<file path="config.mk">
export PLATFORM = sky130hd
export DESIGN_NAME = friscv_icache_linefill
export DESIGN_NICKNAME = d
export VERILOG_FILES = /design/src/rtl/friscv_icache_linefill.sv
export SDC_FILE = /design/constraint.sdc
export NUM_CORES = 1
export LEC_CHECK = 0
export BUFFER_PORTS_ARGS = -buffer_cell sky130_fd_sc_hd__clkbuf_2
export CORE_AREA = 2 2 122 124
export CTS_CLUSTER_SIZE = 30
export DETAILED_ROUTE_END_ITERATION = 12
export DIE_AREA = 0 0 124 126
export HOLD_SLACK_MARGIN = 0.15
export PLACE_DENSITY = 0.85
export SYNTH_ARGS = -nofsm -noshare
export SYNTH_HDL_FRONTEND = slang
export SYNTH_SLANG_ARGS = --single-unit
</file>
<file path="constraint.sdc">
create_clock -name aclk -period 3.1 [get_ports aclk]
set_input_delay 0.62 -clock aclk [delete_from_list [all_inputs] [get_ports aclk]]
set_output_delay 0.62 -clock aclk [all_outputs]
set_load 0.02 [all_outputs]
</file>
<file path="src/rtl/friscv_icache_linefill.sv">
// Instruction cache line refill: turns one fetch miss into an AXI4 INCR burst
// and writes the assembled line back into the cache in a single cycle.
module friscv_icache_linefill #(
    parameter int AXI_ADDR_W    = 32,
    parameter int AXI_ID_W      = 8,
    parameter int AXI_DATA_W    = 32,
    parameter int CACHE_BLOCK_W = 128
) (
    input  logic                     aclk,
    input  logic                     srst,
    input  logic                     flush_req,
    output logic                     flush_ack,
    input  logic                     memctrl_arvalid,
    output logic                     memctrl_arready,
    input  logic [AXI_ADDR_W-1:0]    memctrl_araddr,
    input  logic [2:0]               memctrl_arprot,
    input  logic [AXI_ID_W-1:0]      memctrl_arid,
    output logic                     mem_arvalid,
    input  logic                     mem_arready,
    output logic [AXI_ADDR_W-1:0]    mem_araddr,
    output logic [7:0]               mem_arlen,
    output logic [2:0]               mem_arsize,
    output logic [1:0]               mem_arburst,
    output logic [2:0]               mem_arprot,
    output logic [AXI_ID_W-1:0]      mem_arid,
    input  logic                     mem_rvalid,
    output logic                     mem_rready,
    input  logic [AXI_ID_W-1:0]      mem_rid,
    input  logic [1:0]               mem_rresp,
    input  logic [AXI_DATA_W-1:0]    mem_rdata,
    input  logic                     mem_rlast,
    output logic                     cache_wen,
    output logic [AXI_ADDR_W-1:0]    cache_waddr,
    output logic [CACHE_BLOCK_W-1:0] cache_wdata,
    output logic                     cache_writing,
    output logic                     fill_err
);

    localparam int BEATS = CACHE_BLOCK_W / AXI_DATA_W;
    localparam int CNT_W = $clog2(BEATS) + 1;
    localparam int OFFS  = $clog2(CACHE_BLOCK_W / 8);
    localparam int SIZE  = $clog2(AXI_DATA_W / 8);

    localparam logic [AXI_ADDR_W-1:0] OFFS_MASK =
        AXI_ADDR_W'((64'd1 << OFFS) - 64'd1);

    typedef enum logic [1:0] {
        IDLE,
        REQ,
        FILL,
        WRITE
    } state_t;

    state_t                   state;
    state_t                   state_nxt;
    logic [CNT_W-1:0]         cnt;
    logic [AXI_ADDR_W-1:0]    addr;
    logic [AXI_ID_W-1:0]      id;
    logic [2:0]               prot;
    logic [CACHE_BLOCK_W-1:0] line;
    logic                     err;
    logic                     ack;

    logic miss_hs;
    logic ar_hs;
    logic r_hs;
    logic last_beat;
    logic beat_err;
    logic unused_rid;

    // R ID is not checked: only one burst is ever outstanding
    assign unused_rid = ^mem_rid;

    assign memctrl_arready = (state == IDLE) && !flush_req;
    assign miss_hs   = memctrl_arvalid && memctrl_arready;
    assign ar_hs     = (state == REQ) && mem_arready;
    assign r_hs      = (state == FILL) && mem_rvalid;
    assign last_beat = (cnt == CNT_W'(BEATS - 1));

    // rlast must line up exactly with the final beat of the line
    assign beat_err  = (mem_rresp != 2'b00) || (mem_rlast != last_beat);

    assign mem_arvalid   = (state == REQ);
    assign mem_araddr    = addr;
    assign mem_arlen     = 8'(BEATS - 1);
    assign mem_arsize    = 3'(SIZE);
    assign mem_arburst   = 2'b01;
    assign mem_arprot    = prot;
    assign mem_arid      = id;
    assign mem_rready    = (state == FILL);

    assign cache_wen     = (state == WRITE);
    assign cache_writing = (state == WRITE);
    assign cache_waddr   = addr;
    assign cache_wdata   = line;

    assign fill_err  = r_hs && last_beat && (err || beat_err);
    assign flush_ack = ack;

    always_ff @(posedge aclk) begin
        if (srst) begin
            state <= IDLE;
        end else begin
            state <= state_nxt;
        end
    end

    always_comb begin
        state_nxt = state;
        unique case (state)
            IDLE: begin
                if (miss_hs) begin
                    state_nxt = REQ;
                end
            end
            REQ: begin
                if (mem_arready) begin
                    state_nxt = FILL;
                end
            end
            FILL: begin
                if (r_hs && last_beat) begin
                    state_nxt = WRITE;
                end
            end
            WRITE: begin
                state_nxt = IDLE;
            end
            default: begin
                state_nxt = IDLE;
            end
        endcase
    end

    always_ff @(posedge aclk) begin
        if (srst) begin
            cnt  <= '0;
            addr <= '0;
            id   <= '0;
            prot <= '0;
            line <= '0;
            err  <= 1'b0;
            ack  <= 1'b0;
        end else begin
            // ack holds while the request stays up, once seen idle
            ack <= flush_req && (ack || (state == IDLE));
            if (miss_hs) begin
                addr <= memctrl_araddr & ~OFFS_MASK;
                id   <= memctrl_arid;
                prot <= memctrl_arprot;
            end
            if (ar_hs) begin
                cnt <= '0;
                err <= 1'b0;
            end
            if (r_hs) begin
                for (int k = 0; k < BEATS; k++) begin
                    if (cnt == CNT_W'(k)) begin
                        line[k*AXI_DATA_W +: AXI_DATA_W] <= mem_rdata;
                    end
                end
                cnt <= cnt + CNT_W'(1);
                err <= err || beat_err;
            end
        end
    end

endmodule

</file>
==> summary.md, run 1 <==
| Metric | Value |
|---|---|
| Number of top-level design ports | between 300 and 400 |
| Cts-stage hold buffer count | 0 |
| Summed area of non-filler cells in the final layout | roughly 8400 µm² |
| Clock tree from TritonCTS | built |
| Most common cell after layout, fill and taps aside | nand2_1 |
| Grt total ovfl | 0 |
| Total Nets Final | between 1000 and 1500 |
| Number of distinct library cells after synthesis | 31 |
| Average vias per placed instance | between 4 and 5 |
| Post-synthesis cell area | approximately 6600 µm² |
| Number of standard cells in the final layout excluding fillers | about 1300 |
| Total Routed Length | roughly 19 mm |
| Post-CTS setup repair buffer count | 0 |
| Share of synthesized area spent on multiplexers | less than 1% |
| Combinational family with the most area after synthesis | simple AND/OR/NAND/NOR gates |
| IO buf count | around 280 |
| Cell area after placement | ~7800 µm² |
| Reg clk slew, reported paths | 0.07 ns |
| Count of endpoints failing hold in the final timing report | 0 |
| Number of CTS-inserted buffers | 17 |
| Commonest non-fill, non-tap cells in the layout | nand2_1 (337), clkbuf_2 (280), dfxtp_1 (174) |
| Delay contributed by the slowest stage of the critical path | between 0.3 and 0.4 ns |
| Post-placement worst setup slack | just under 0.9 ns |
| Iteration-0 DRC count of the detailed router | 354 |
| Share of the core filled with cells | 59.0% |
| Routability congestion estimate from global placement | around 0.86 |
| Critical path capture point type | primary output |
| Setup repair after global routing missed its margin | no |
| Power density of the placed cells | approximately 650 nW/µm² |
| Count of vias placed by the detailed router | just over 6000 |
| TritonRoute pass-1 iters | 5 |
| Max Clock Skew | around 0.008 ns |
| Max Cap Viol | 0 |
| Highest achievable clock rate | ~410 MHz |
| Largest net degree at the start of global routing | slightly above 90 |
| Post-layout min period | 2.42 ns |
| Clk_lat worst skew | 0.42 ns |
| Share of synthesized cell area in and, or, nand and nor gates | about 22% |
| Worst slew slack as a fraction of its limit | 52.8% |
| Combinational cell fraction of total power | between 10% and 20% |
| Avg Inst Size Synth | a little under 8 µm² |
| Sequential-to-total area share from yosys stat | a little over half |
| Post-synthesis adder-cell area fraction | about 1.7% |
| Die Height | approximately 130 µm |
| DR WL/cell | between 15 and 20 µm |
| Number of DRC violations after detailed routing | 0 |
| Clock root buffer | clkbuf_16 |
| Sum of internal, switching and leakage power | roughly 5.5 mW |
| Arr. time, crit path | about 1.8 ns |
| CORE AREA | around 14000 µm² |
| Rows | 44 |
| Number of sinks on the clock net | roughly 170 |
| Worst hold margin | slightly above 0.4 ns |
| Post-synthesis share of cell area spent on xor and xnor gates | less than 1% |
| Peak VDD IR | ~320 µV |
| Die W | approximately 120 µm |
| Half-perimeter wire length after detailed placement | between 10 and 15 mm |
| Area added between synthesis and finish | 28.0% |
| Share of the clock period used by the worst path after layout | roughly 78% |
| Cell with the biggest individual delay on the critical path | dfxtp_1 |
| Setup violators final | 0 |
| Number of synthesis warnings | 0 |
| Fraction of layout cells with a size suffix above 1 | between 30% and 40% |
| Worst Setup Slack, final | between 0.6 and 0.7 ns |
| Internal Pwr Total | approximately 3.9 mW |
| Diodes inserted | 0 |
| Post-Place Cells | between 1000 and 1500 |
| Post-synthesis sequential element count | 174 |
| Setup crit start kind | flop |
| Fin. max-slew vios | 0 |
| Clock power frac | about two fifths |
| Sw power | between 1.5 and 2 mW |
| Total global-route track usage | 24.2% |
| Fin Setup TNS | 0 ns |
| Category of the critical setup timing path | flop to primary output |
| Crit path required time | 2.48 ns |
| Bufs on Longest Clock Path | 2 |
| Switching part of the total power | between 20% and 30% |
| Power share of the sequential group | roughly 44% |
| CTS H-Tree Depth | 4 |
| Crit-path max FO | 4 |
| Post-Syn Instances | approximately 840 |
| Transition time at the pin with the least slew margin | 0.709 ns |
| Die area | between 15000 and 20000 µm² |
| Type of the worst min-delay path | primary input to flop |
| Via count of the first global-routing pass | between 5000 and 6000 |
| Result of the run | complete, no violations |
| Leakage component of the power | around 3.6 nW |
| Cell chain of the critical path | ha_1 > ha_1 > xor2_1 > nor2_1 > nor2_1 > clkbuf_2 |
| Fraction of the mapped netlist area in compound gates | 13.7% |
| Count of cells resized by post-cts repair | 0 |
| Global-route wire length before repair | ~29 mm |
| Number of antenna violations at the first check in global routing | 0 |
| Number of nets with antenna violations after routing | 0 |
| Initial core utilization | between 40% and 50% |
==> synthesized netlist by cell type (all sizes together) <==
| cell | instances | share of area, % |
|---|---|---|
| ha | 9 | 1.7 |
| mux2i | 1 | 0.15 |
| nand4b | 3 | 0.40 |
| xor2 | 1 | 0.13 |
| and3b | 1 | 0.13 |
| inv | 5 | 0.28 |
| nor2 | 5 | 0.28 |
| a2bb2oi | 1 | 0.13 |
| clkbuf | 37 | 2.1 |
| o21bai | 1 | 0.11 |
| and3 | 1 | 0.095 |
| nor3b | 1 | 0.11 |
| nand2b | 3 | 0.28 |
| a221o | 1 | 0.15 |
| and4b | 3 | 0.46 |
| nand3b | 1 | 0.11 |
| a211oi | 1 | 0.19 |
| a22oi | 1 | 0.11 |
| nand2 | 337 | 19 |
| or3 | 1 | 0.095 |
| a32oi | 1 | 0.13 |
| a21oi | 169 | 13 |
| nor3 | 1 | 0.076 |
| nand3 | 2 | 0.34 |
| conb | 2 | 0.11 |
| nor2b | 2 | 0.19 |
| buf | 70 | 7.2 |
| dfxtp | 174 | 53 |
==> state kept, by name, indices dropped and copies added, names as in the netlist <==
register,flops
cache_wdata,128
cache_waddr,28
mem_arid,8
cnt,3
mem_arprot,3
state,2
err,1
flush_ack,1
==> cell families after synthesis <==
| kind of cell | after synthesis |
|---|---|
| DFF | 174 |
| other | 2 |
| xor gates and xnor gates | 1 |
| adders and majority gates | 9 |
| and+or+nand+nor | 361 |
| muxes | 1 |
| buffers and inverters | 112 |
| AOI/OAI and AO/OA | 175 |
==> area by class of cell <==
type,count,area [µm²]
clock buffer,19,453
clock inverter,13,149
fill,1299,5870
inverter,5,18.8
multi-input combinational,568,2550
sequential,174,3480
tap,184,230
timing repair buffer,296,1560
==> power by group through the flow <==
stage	clock, mW	sequential, mW	combinational, mW
after floorplan	0	2.57	0.513
after global placement	0	2.46	0.858
after detailed placement	0	2.46	0.873
after CTS	2.21	2.41	0.874
after global routing	2.32	2.43	0.952
final	2.17	2.41	0.870
==> per-layer routing <==
layer	track usage [%]	wire length (µm)	up-vias
met2	43.1	9560	270
met5	0	0	-
met1	26.8	7440	2851
met3	6.20	1410	49
met4	10.8	589	0
li1	-	-	3058
==> final timing paths <==
check                           slack, ns         endpoint  depth (start not counted)               start
worst max-delay path                 0.68         fill_err                          6              cnt[0]
worst min register to register       0.45  cache_wdata[27]                          2     cache_wdata[27]
worst max register to register       0.91  cache_wdata[63]                          6            state[0]
worst min-delay path                 0.41  cache_waddr[21]                          3  memctrl_araddr[21]
==> critical path: cells and delay by family (launching register included) <==
family | cells | cell delay [ns]
xor gates and xnor gates | 1 | 0.21
adders and majority gates | 2 | 0.43
buffers and inverters | 1 | 0.19
DFF | 1 | 0.38
and+or+nand+nor | 2 | 0.18
Note: power is estimated with default switching activity, not from simulation.
==> inputs of run 2 (changes only) <==
--- a/config.mk
+++ b/config.mk
@@ -5,13 +5,13 @@
 export SDC_FILE = /design/constraint.sdc
 export NUM_CORES = 1
 export LEC_CHECK = 0
+export ABC_AREA = 1
 export BUFFER_PORTS_ARGS = -buffer_cell sky130_fd_sc_hd__clkbuf_2
-export CORE_AREA = 2 2 122 124
+export CORE_UTILIZATION = 42
 export CTS_CLUSTER_SIZE = 30
 export DETAILED_ROUTE_END_ITERATION = 12
-export DIE_AREA = 0 0 124 126
 export HOLD_SLACK_MARGIN = 0.15
-export PLACE_DENSITY = 0.85
+export PLACE_DENSITY = 0.81
 export SYNTH_ARGS = -nofsm -noshare
 export SYNTH_HDL_FRONTEND = slang
 export SYNTH_SLANG_ARGS = --single-unit
==> constraint.sdc (replaced) <==
create_clock -name aclk -period 2.1 [get_ports aclk]
set_input_delay 0.42 -clock aclk [delete_from_list [all_inputs] [get_ports aclk]]
set_output_delay 0.42 -clock aclk [all_outputs]
set_load 0.02 [all_outputs]
==> run 2 against run 1 <==
Non-clock buffer count is 7 higher. Combinational power increased by 99%. Highest routed layer unchanged. Global-route usage is 1.3 points lower. Sequential power increased by 53%. Sequential cell count did not move. Critical path depth decreased by 1. Sequential share of layout area shrank 0.92 points. Clock power increased by 42%. Largest power group unchanged. Worst hold slack worse by 0.17 ns. Final cell count is 3.6% higher. Power increased by 56%. Die area rose by 6.1%.
==> summary.md, run 2 <==
| Metric | Value |
|---|---|
| Crit path required time | 1.68 ns |
| Post-Syn Instances | 849 |
| Result of the run | complete, no violations |
| Half-perimeter wire length after detailed placement | around 13 mm |
| Number of top-level design ports | 315 |
| Bufs and invs on worst path | 1 |
| Die W | 129 µm |
| Setup repair after global routing missed its margin | yes |
| Commonest cells post-synth | nor2_1 (196), dfxtp_1 (174), o21ai_0 (87) |
| Number of antenna violations at the first check in global routing | 0 |
| DR WL/cell | 14.9 µm |
| Bufs on Longest Clock Path | 2 |
| Arr. time, crit path | between 1.5 and 2 ns |
| Power density of the placed cells | ~980 nW/µm² |
| Delay contributed by the slowest stage of the critical path | roughly 0.35 ns |
| Clk_lat worst skew | between 0.4 and 0.5 ns |
| Internal Pwr Total | ~6 mW |
| Launch point of the worst path | cnt[0] |
| Type of the worst min-delay path | primary input to flop |
| Cts-stage hold buffer count | 0 |
| Min-Delay Startpoint | memctrl_araddr[20] |
| Fin. max-slew vios | 0 |
| Flip-flop count of the largest register after layout | 128 |
| Post-synth top flop | dfxtp_1 |
| Transition time at the pin with the least slew margin | around 0.51 ns |
| Total global-route track usage | between 20% and 30% |
| Cell area after placement | 7990 µm² |
| Avg Inst Size Synth | a little under 8 µm² |
| Fraction of layout cells with a size suffix above 1 | about a third |
| Power share of the sequential group | approximately 43% |
| Commonest non-fill, non-tap cells in the layout | clkbuf_2 (278), nor2_1 (195), dfxtp_1 (172) |
| Die area | 16600 µm² |
| Rows | 45 |
| Sw power | approximately 2.7 mW |
| Initial core utilization | between 40% and 50% |
| Global-route wire length before repair | ~29 mm |
| Cell chain of the critical path | ha_2 > ha_4 > xnor2_2 > a21oi_2 > buf_4 |
| TritonRoute pass-1 iters | 5 |
| Routability congestion estimate from global placement | approximately 0.84 |
| Area fraction of the dominant cell type after synthesis | approximately half |
| Highest achievable clock rate | between 400 and 500 MHz |
| Switching part of the total power | between 30% and 40% |
| Average vias per placed instance | roughly 4.9 |
| Count of fill cells added during filler insertion | 1510 |
| Cell with the biggest individual delay on the critical path | dfxtp_2 |
| Beginning of the worst register-to-register path | state[0] |
| Max Cap Viol | 0 |
| Area taken by flip-flops and latches | ~3500 µm² |
| Count of endpoints failing hold in the final timing report | 0 |
| Most frequently used cell type in the post-synthesis netlist | nor2_1 |
| Combinational cell fraction of total power | 20.4% |
| Reg clk slew, reported paths | about 0.07 ns |
| Summed area of non-filler cells in the final layout | a little under 9000 µm² |
| Setup crit start kind | flop |
| Post-placement worst setup slack | between 0.3 and 0.4 ns |
| IO buf count | 281 |
| Most common cell after layout, fill and taps aside | clkbuf_2 |
| Leakage component of the power | just under 4 nW |
| Iteration-0 DRC count of the detailed router | about 280 |
| Largest net degree at the start of global routing | 76 |
| Max Clock Skew | between 0.008 and 0.009 ns |
| Area added between synthesis and finish | 28.1% |
| Number of synthesis warnings | 0 |
| Number of CTS-inserted buffers | 17 |
| Post-synthesis sequential element count | 174 |
| CTS H-Tree Depth | 4 |
| Count of vias placed by the detailed router | about 6300 |
| Diodes inserted | 0 |
| Category of the critical setup timing path | flop to primary output |
| Peak VDD IR | roughly 860 µV |
| Setup violators final | 0 |
| Grt total ovfl | 0 |
| Number of distinct library cells after synthesis | 24 |
| CORE AREA | around 15000 µm² |
| Worst slew slack as a fraction of its limit | 66.3% |
| Number of DRC violations after detailed routing | 0 |
| Die Height | about 130 µm |
| Number of nets with antenna violations after routing | 0 |
| Clock root buffer | clkbuf_16 |
| Sum of internal, switching and leakage power | between 8 and 9 mW |
| Number of sinks on the clock net | about 170 |
| Share of the clock period used by the worst path after layout | 95.8% |
| Share of the core filled with cells | a little under three fifths |
| Worst hold margin | between 0.2 and 0.25 ns |
| Via count of the first global-routing pass | 5589 |
| Total Routed Length | ~19 mm |
| Critical path capture point type | primary output |
| Multi-input combinational cell area | around 2600 µm² |
| Leading post-synthesis cells by cell area | dfxtp_1 (52%), nor2_1 (11%), o21ai_0 (6.5%), a21oi_1 (5.7%), buf_4 (5.6%) |
| Cell accounting for the most synthesized area | dfxtp_1 |
| Clock tree from TritonCTS | built |
| Share of flip-flops with an asynchronous set or reset after synthesis | 0% |
| Top delay family on crit path | adder cells |
| Clock power frac | 36.2% |
| Post-synth EDFFs | 0 |
| Total Nets Final | 1182 |
| Sequential-to-total area share from yosys stat | between 50% and 60% |
| Crit-path max FO | 5 |
| Post-layout min period | about 2.0 ns |
| Worst Setup Slack, final | approximately 0.088 ns |
| Post-synthesis cell area | roughly 6700 µm² |
## run 2: cell count changes after synthesis, sizes merged, moves of 3 or more
cell and change:
and4b -3, nor2 +191, a21oi -92, o21ai +98, nand3 +75, nand4b -3, inv +10, nand2b -3
buf +9, nand2 -252, clkbuf -7
## run 2: worst paths after layout
kind                                         end  slack (ns)  cells after the start
worst min register to register  cache_wdata[117]        0.46                      2
worst min-delay path             cache_waddr[20]        0.25                      3
worst max register to register   cache_wdata[17]        0.34                      9
worst max-delay path                    fill_err        0.09                      5
## run 2: layer usage
layer	GRT usage, %	share of wire (%)
met5	0	0
met4	7.54	1.9
met3	6.28	7.2
met2	40.6	50
met1	26.7	41
## run 2: cells by family after synthesis
group                    count (synthesis)  share of synthesized area (%)
adder cells (fa/ha/maj)                  9                           1.67
other                                    2                          0.111
AO/OA/AOI/OAI                          175                           13.0
buffers and inverters                  126                           11.3
XOR/XNOR                                 1                          0.130
AND/OR/NAND/NOR                        362                           22.1
flip-flops                             174                           51.6
## run 2: layout make-up
class	count	share of cell area [%]
clock buffer	19	5.24
clock inverter	12	1.40
inverter	17	0.767
multi-input combinational	568	30.3
sequential	174	40.3
tap	211	3.05
timing repair buffer	303	18.9
## run 2: stage by stage
step | setup TNS, ns | std cells
final | 0 | 1304
after global routing | -0.00585 | 1304
after CTS | 0 | 1303
after detailed placement | 0 | 1272
after global placement | 0 | 1272
after floorplan | 0 | 868
## run 2: power by group through the flow
stage / clock network [mW] / registers (mW) / logic, mW
2_1_floorplan: 0 / 4.00 / 0.921
3_3_place_gp: 0 / 3.74 / 1.64
3_5_place_dp: 0 / 3.75 / 1.66
4_1_cts: 3.14 / 3.68 / 1.67
5_1_grt: 3.29 / 3.71 / 1.89
6_report: 3.08 / 3.69 / 1.73
## run 2: repair_timing
item                       4_1_cts  5_1_grt
hold endpoints to repair         0        0
pin swaps                        0        0
gates cloned                     0        1
buffers inserted                 0        0
resized for setup                7       11
setup endpoints to repair        2        2
## run 2: worst reg2reg max path, stage by stage, from the launching register on
cell	delay, ns
dfxtp_1	0.34
inv_2	0.10
ha_2	0.24
nand2_1	0.11
inv_2	0.19
nand3_4	0.11
clkinv_2	0.05
buf_4	0.34
nor2_1	0.10
nor2_1	0.13
==> inputs of run 3 (changes only) <==
--- a/config.mk
+++ b/config.mk
@@ -5,13 +5,12 @@
 export SDC_FILE = /design/constraint.sdc
 export NUM_CORES = 1
 export LEC_CHECK = 0
-export ABC_AREA = 1
 export BUFFER_PORTS_ARGS = -buffer_cell sky130_fd_sc_hd__clkbuf_2
 export CORE_UTILIZATION = 42
 export CTS_CLUSTER_SIZE = 30
 export DETAILED_ROUTE_END_ITERATION = 12
 export HOLD_SLACK_MARGIN = 0.15
-export PLACE_DENSITY = 0.81
+export PLACE_DENSITY = 0.82
 export SYNTH_ARGS = -nofsm -noshare
 export SYNTH_HDL_FRONTEND = slang
 export SYNTH_SLANG_ARGS = --single-unit
==> run 3 against run 2 <==
Setup slack improved by 0.029 ns. Final cell count is 1.2% lower. Via count shrank 1.2%. Clock skew up 0.0012 ns. Register-to-register slack better by 0.17 ns. Critical endpoint unchanged. Highest routed layer unchanged. Sequential cell count stayed put. Sequential share of layout area increased by 0.13 points.
==> summary.md, run 3 (synthesized netlist as in run 1, its figures left out) <==
| Metric | Value |
|---|---|
| Result of the run | complete, no violations |
| Most common cell after layout, fill and taps aside | nand2_1 |
| Crit-path max FO | 4 |
| CTS H-Tree Depth | 4 |
| Total Nets Final | 1165 |
| Top delay family on crit path | flip-flops |
| Post-layout min period | 1.98 ns |
| Launch point of the worst path | cnt[1] |
| Number of top-level design ports | 315 |
| Iteration-0 DRC count of the detailed router | between 300 and 400 |
| Share of the clock period used by the worst path after layout | around 94% |
| Rows | 45 |
| CORE AREA | 15300 µm² |
| Delay contributed by the slowest stage of the critical path | ~0.37 ns |
| Total Routed Length | about 19 mm |
| Share of the core filled with cells | 56.5% |
| Global-route wire length before repair | just under 30 mm |
| Area added between synthesis and finish | 30.7% |
| Routability congestion estimate from global placement | between 0.7 and 0.8 |
| Fin. max-slew vios | 0 |
| Peak VDD IR | approximately 700 µV |
| Number of DRC violations after detailed routing | 0 |
| Bufs and invs on worst path | 1 |
| Count of vias placed by the detailed router | roughly 6300 |
| Arr. time, crit path | ~1.6 ns |
| Diodes inserted | 0 |
| Fin Setup TNS | 0 ns |
| Grt total ovfl | 0 |
| Clock root buffer | clkbuf_16 |
| Count of endpoints failing hold in the final timing report | 0 |
| Number of antenna violations at the first check in global routing | 0 |
| Setup crit start kind | flop |
| Commonest non-fill, non-tap cells in the layout | nand2_1 (337), clkbuf_2 (279), dfxtp_1 (171) |
| IO buf count | 281 |
| Total global-route track usage | between 20% and 30% |
| Max Clock Skew | approximately 0.010 ns |
| Max Cap Viol | 0 |
| Critical path capture point type | primary output |
| Initial core utilization | between 40% and 50% |
| Beginning of the worst register-to-register path | state[1] |
| Number of sinks on the clock net | about 170 |
| Fraction of layout cells with a size suffix above 1 | 31.0% |
| Highest achievable clock rate | 504 MHz |
| Category of the critical setup timing path | flop to primary output |
| Cell chain of the critical path | ha_4 > ha_4 > xor2_2 > nor2_1 > nor2_1 > buf_4 |
| Type of the worst min-delay path | primary input to flop |
| Number of nets with antenna violations after routing | 0 |
| Setup repair after global routing missed its margin | no |
| Number of CTS-inserted buffers | 17 |
| Min-Delay Startpoint | memctrl_araddr[31] |
| Bufs on Longest Clock Path | 2 |
| Via count of the first global-routing pass | roughly 5700 |
| Cell with the biggest individual delay on the critical path | dfxtp_2 |
| Reg clk slew, reported paths | 0.06 ns |
| Flip-flop count of the largest register after layout | around 130 |
| Clock tree from TritonCTS | built |
| Largest net degree at the start of global routing | 55 |
| DR WL/cell | about 15 µm |
| Die area | roughly 16000 µm² |
| Die Height | between 100 and 150 µm |
| Die W | approximately 130 µm |
| Leakage component of the power | 3.67 nW |
| Crit path required time | roughly 1.7 ns |
| Clk_lat worst skew | 0.42 ns |
| Cts-stage hold buffer count | 0 |
| Half-perimeter wire length after detailed placement | about 13 mm |
| Average vias per placed instance | roughly 5 |
| Setup violators final | 0 |
| Power density of the placed cells | around 950 nW/µm² |
| TritonRoute pass-1 iters | 4 |
## run 3: what timing repair did
item,CTS,global route
buffers inserted,0,1
setup endpoints to repair,2,1
pin swaps,1,0
gates resized for setup,8,4
## run 3: report_power, final
group | switching, mW | internal [mW]
sequential | 0.106 | 3.46
clock | 1.29 | 2.03
combinational | 0.888 | 0.439
## run 3: layout make-up
cell class | instances | area (µm²)
Sequential cell | 174 | 3490
Inverter | 5 | 18.8
Multi-Input combinational cell | 568 | 2590
Clock inverter | 9 | 159
Timing Repair Buffer | 298 | 1640
Tap cell | 211 | 264
Fill cell | 1440 | 6640
Clock buffer | 23 | 458
## run 3: worst register-to-register path, cell delays in order, from the launching register on
cell and delay (ns):
dfxtp_1 0.42, inv_1 0.10, ha_1 0.26, nand3b_1 0.11, buf_4 0.36, nand2_1 0.11, a21oi_1 0.15
## run 3: per-layer routing
metal,track usage [%],wire [µm],vias to the layer above
li1,-,-,3072
met1,27.2,7780,2927
met2,40.4,9620,228
met3,5.86,1120,26
met4,9.73,422,0
met5,0,0,-
## run 3: path summary, 6_finish.rpt
kind | cells past startpoint | to | slack [ns]
worst max-delay path | 6 | fill_err | 0.12
worst min-delay path | 3 | cache_waddr[31] | 0.22
worst max register to register | 6 | cache_waddr[26] | 0.51
worst min register to register | 2 | mem_arid[7] | 0.45
## run 3: stage by stage
stage | hold slack, ns | instance area (µm²) | power, mW | setup slack, ns | cells
2_1_floorplan | 0.432 | 6670 | 4.55 | 0.135 | 854
3_3_place_gp | 0.441 | 7940 | 4.92 | 0.352 | 1255
3_5_place_dp | 0.446 | 7940 | 4.95 | 0.304 | 1255
4_1_cts | 0.200 | 8590 | 8.25 | 0.00884 | 1287
5_1_grt | 0.207 | 8620 | 8.55 | 0.0273 | 1288
6_report | 0.218 | 8620 | 8.22 | 0.116 | 1288
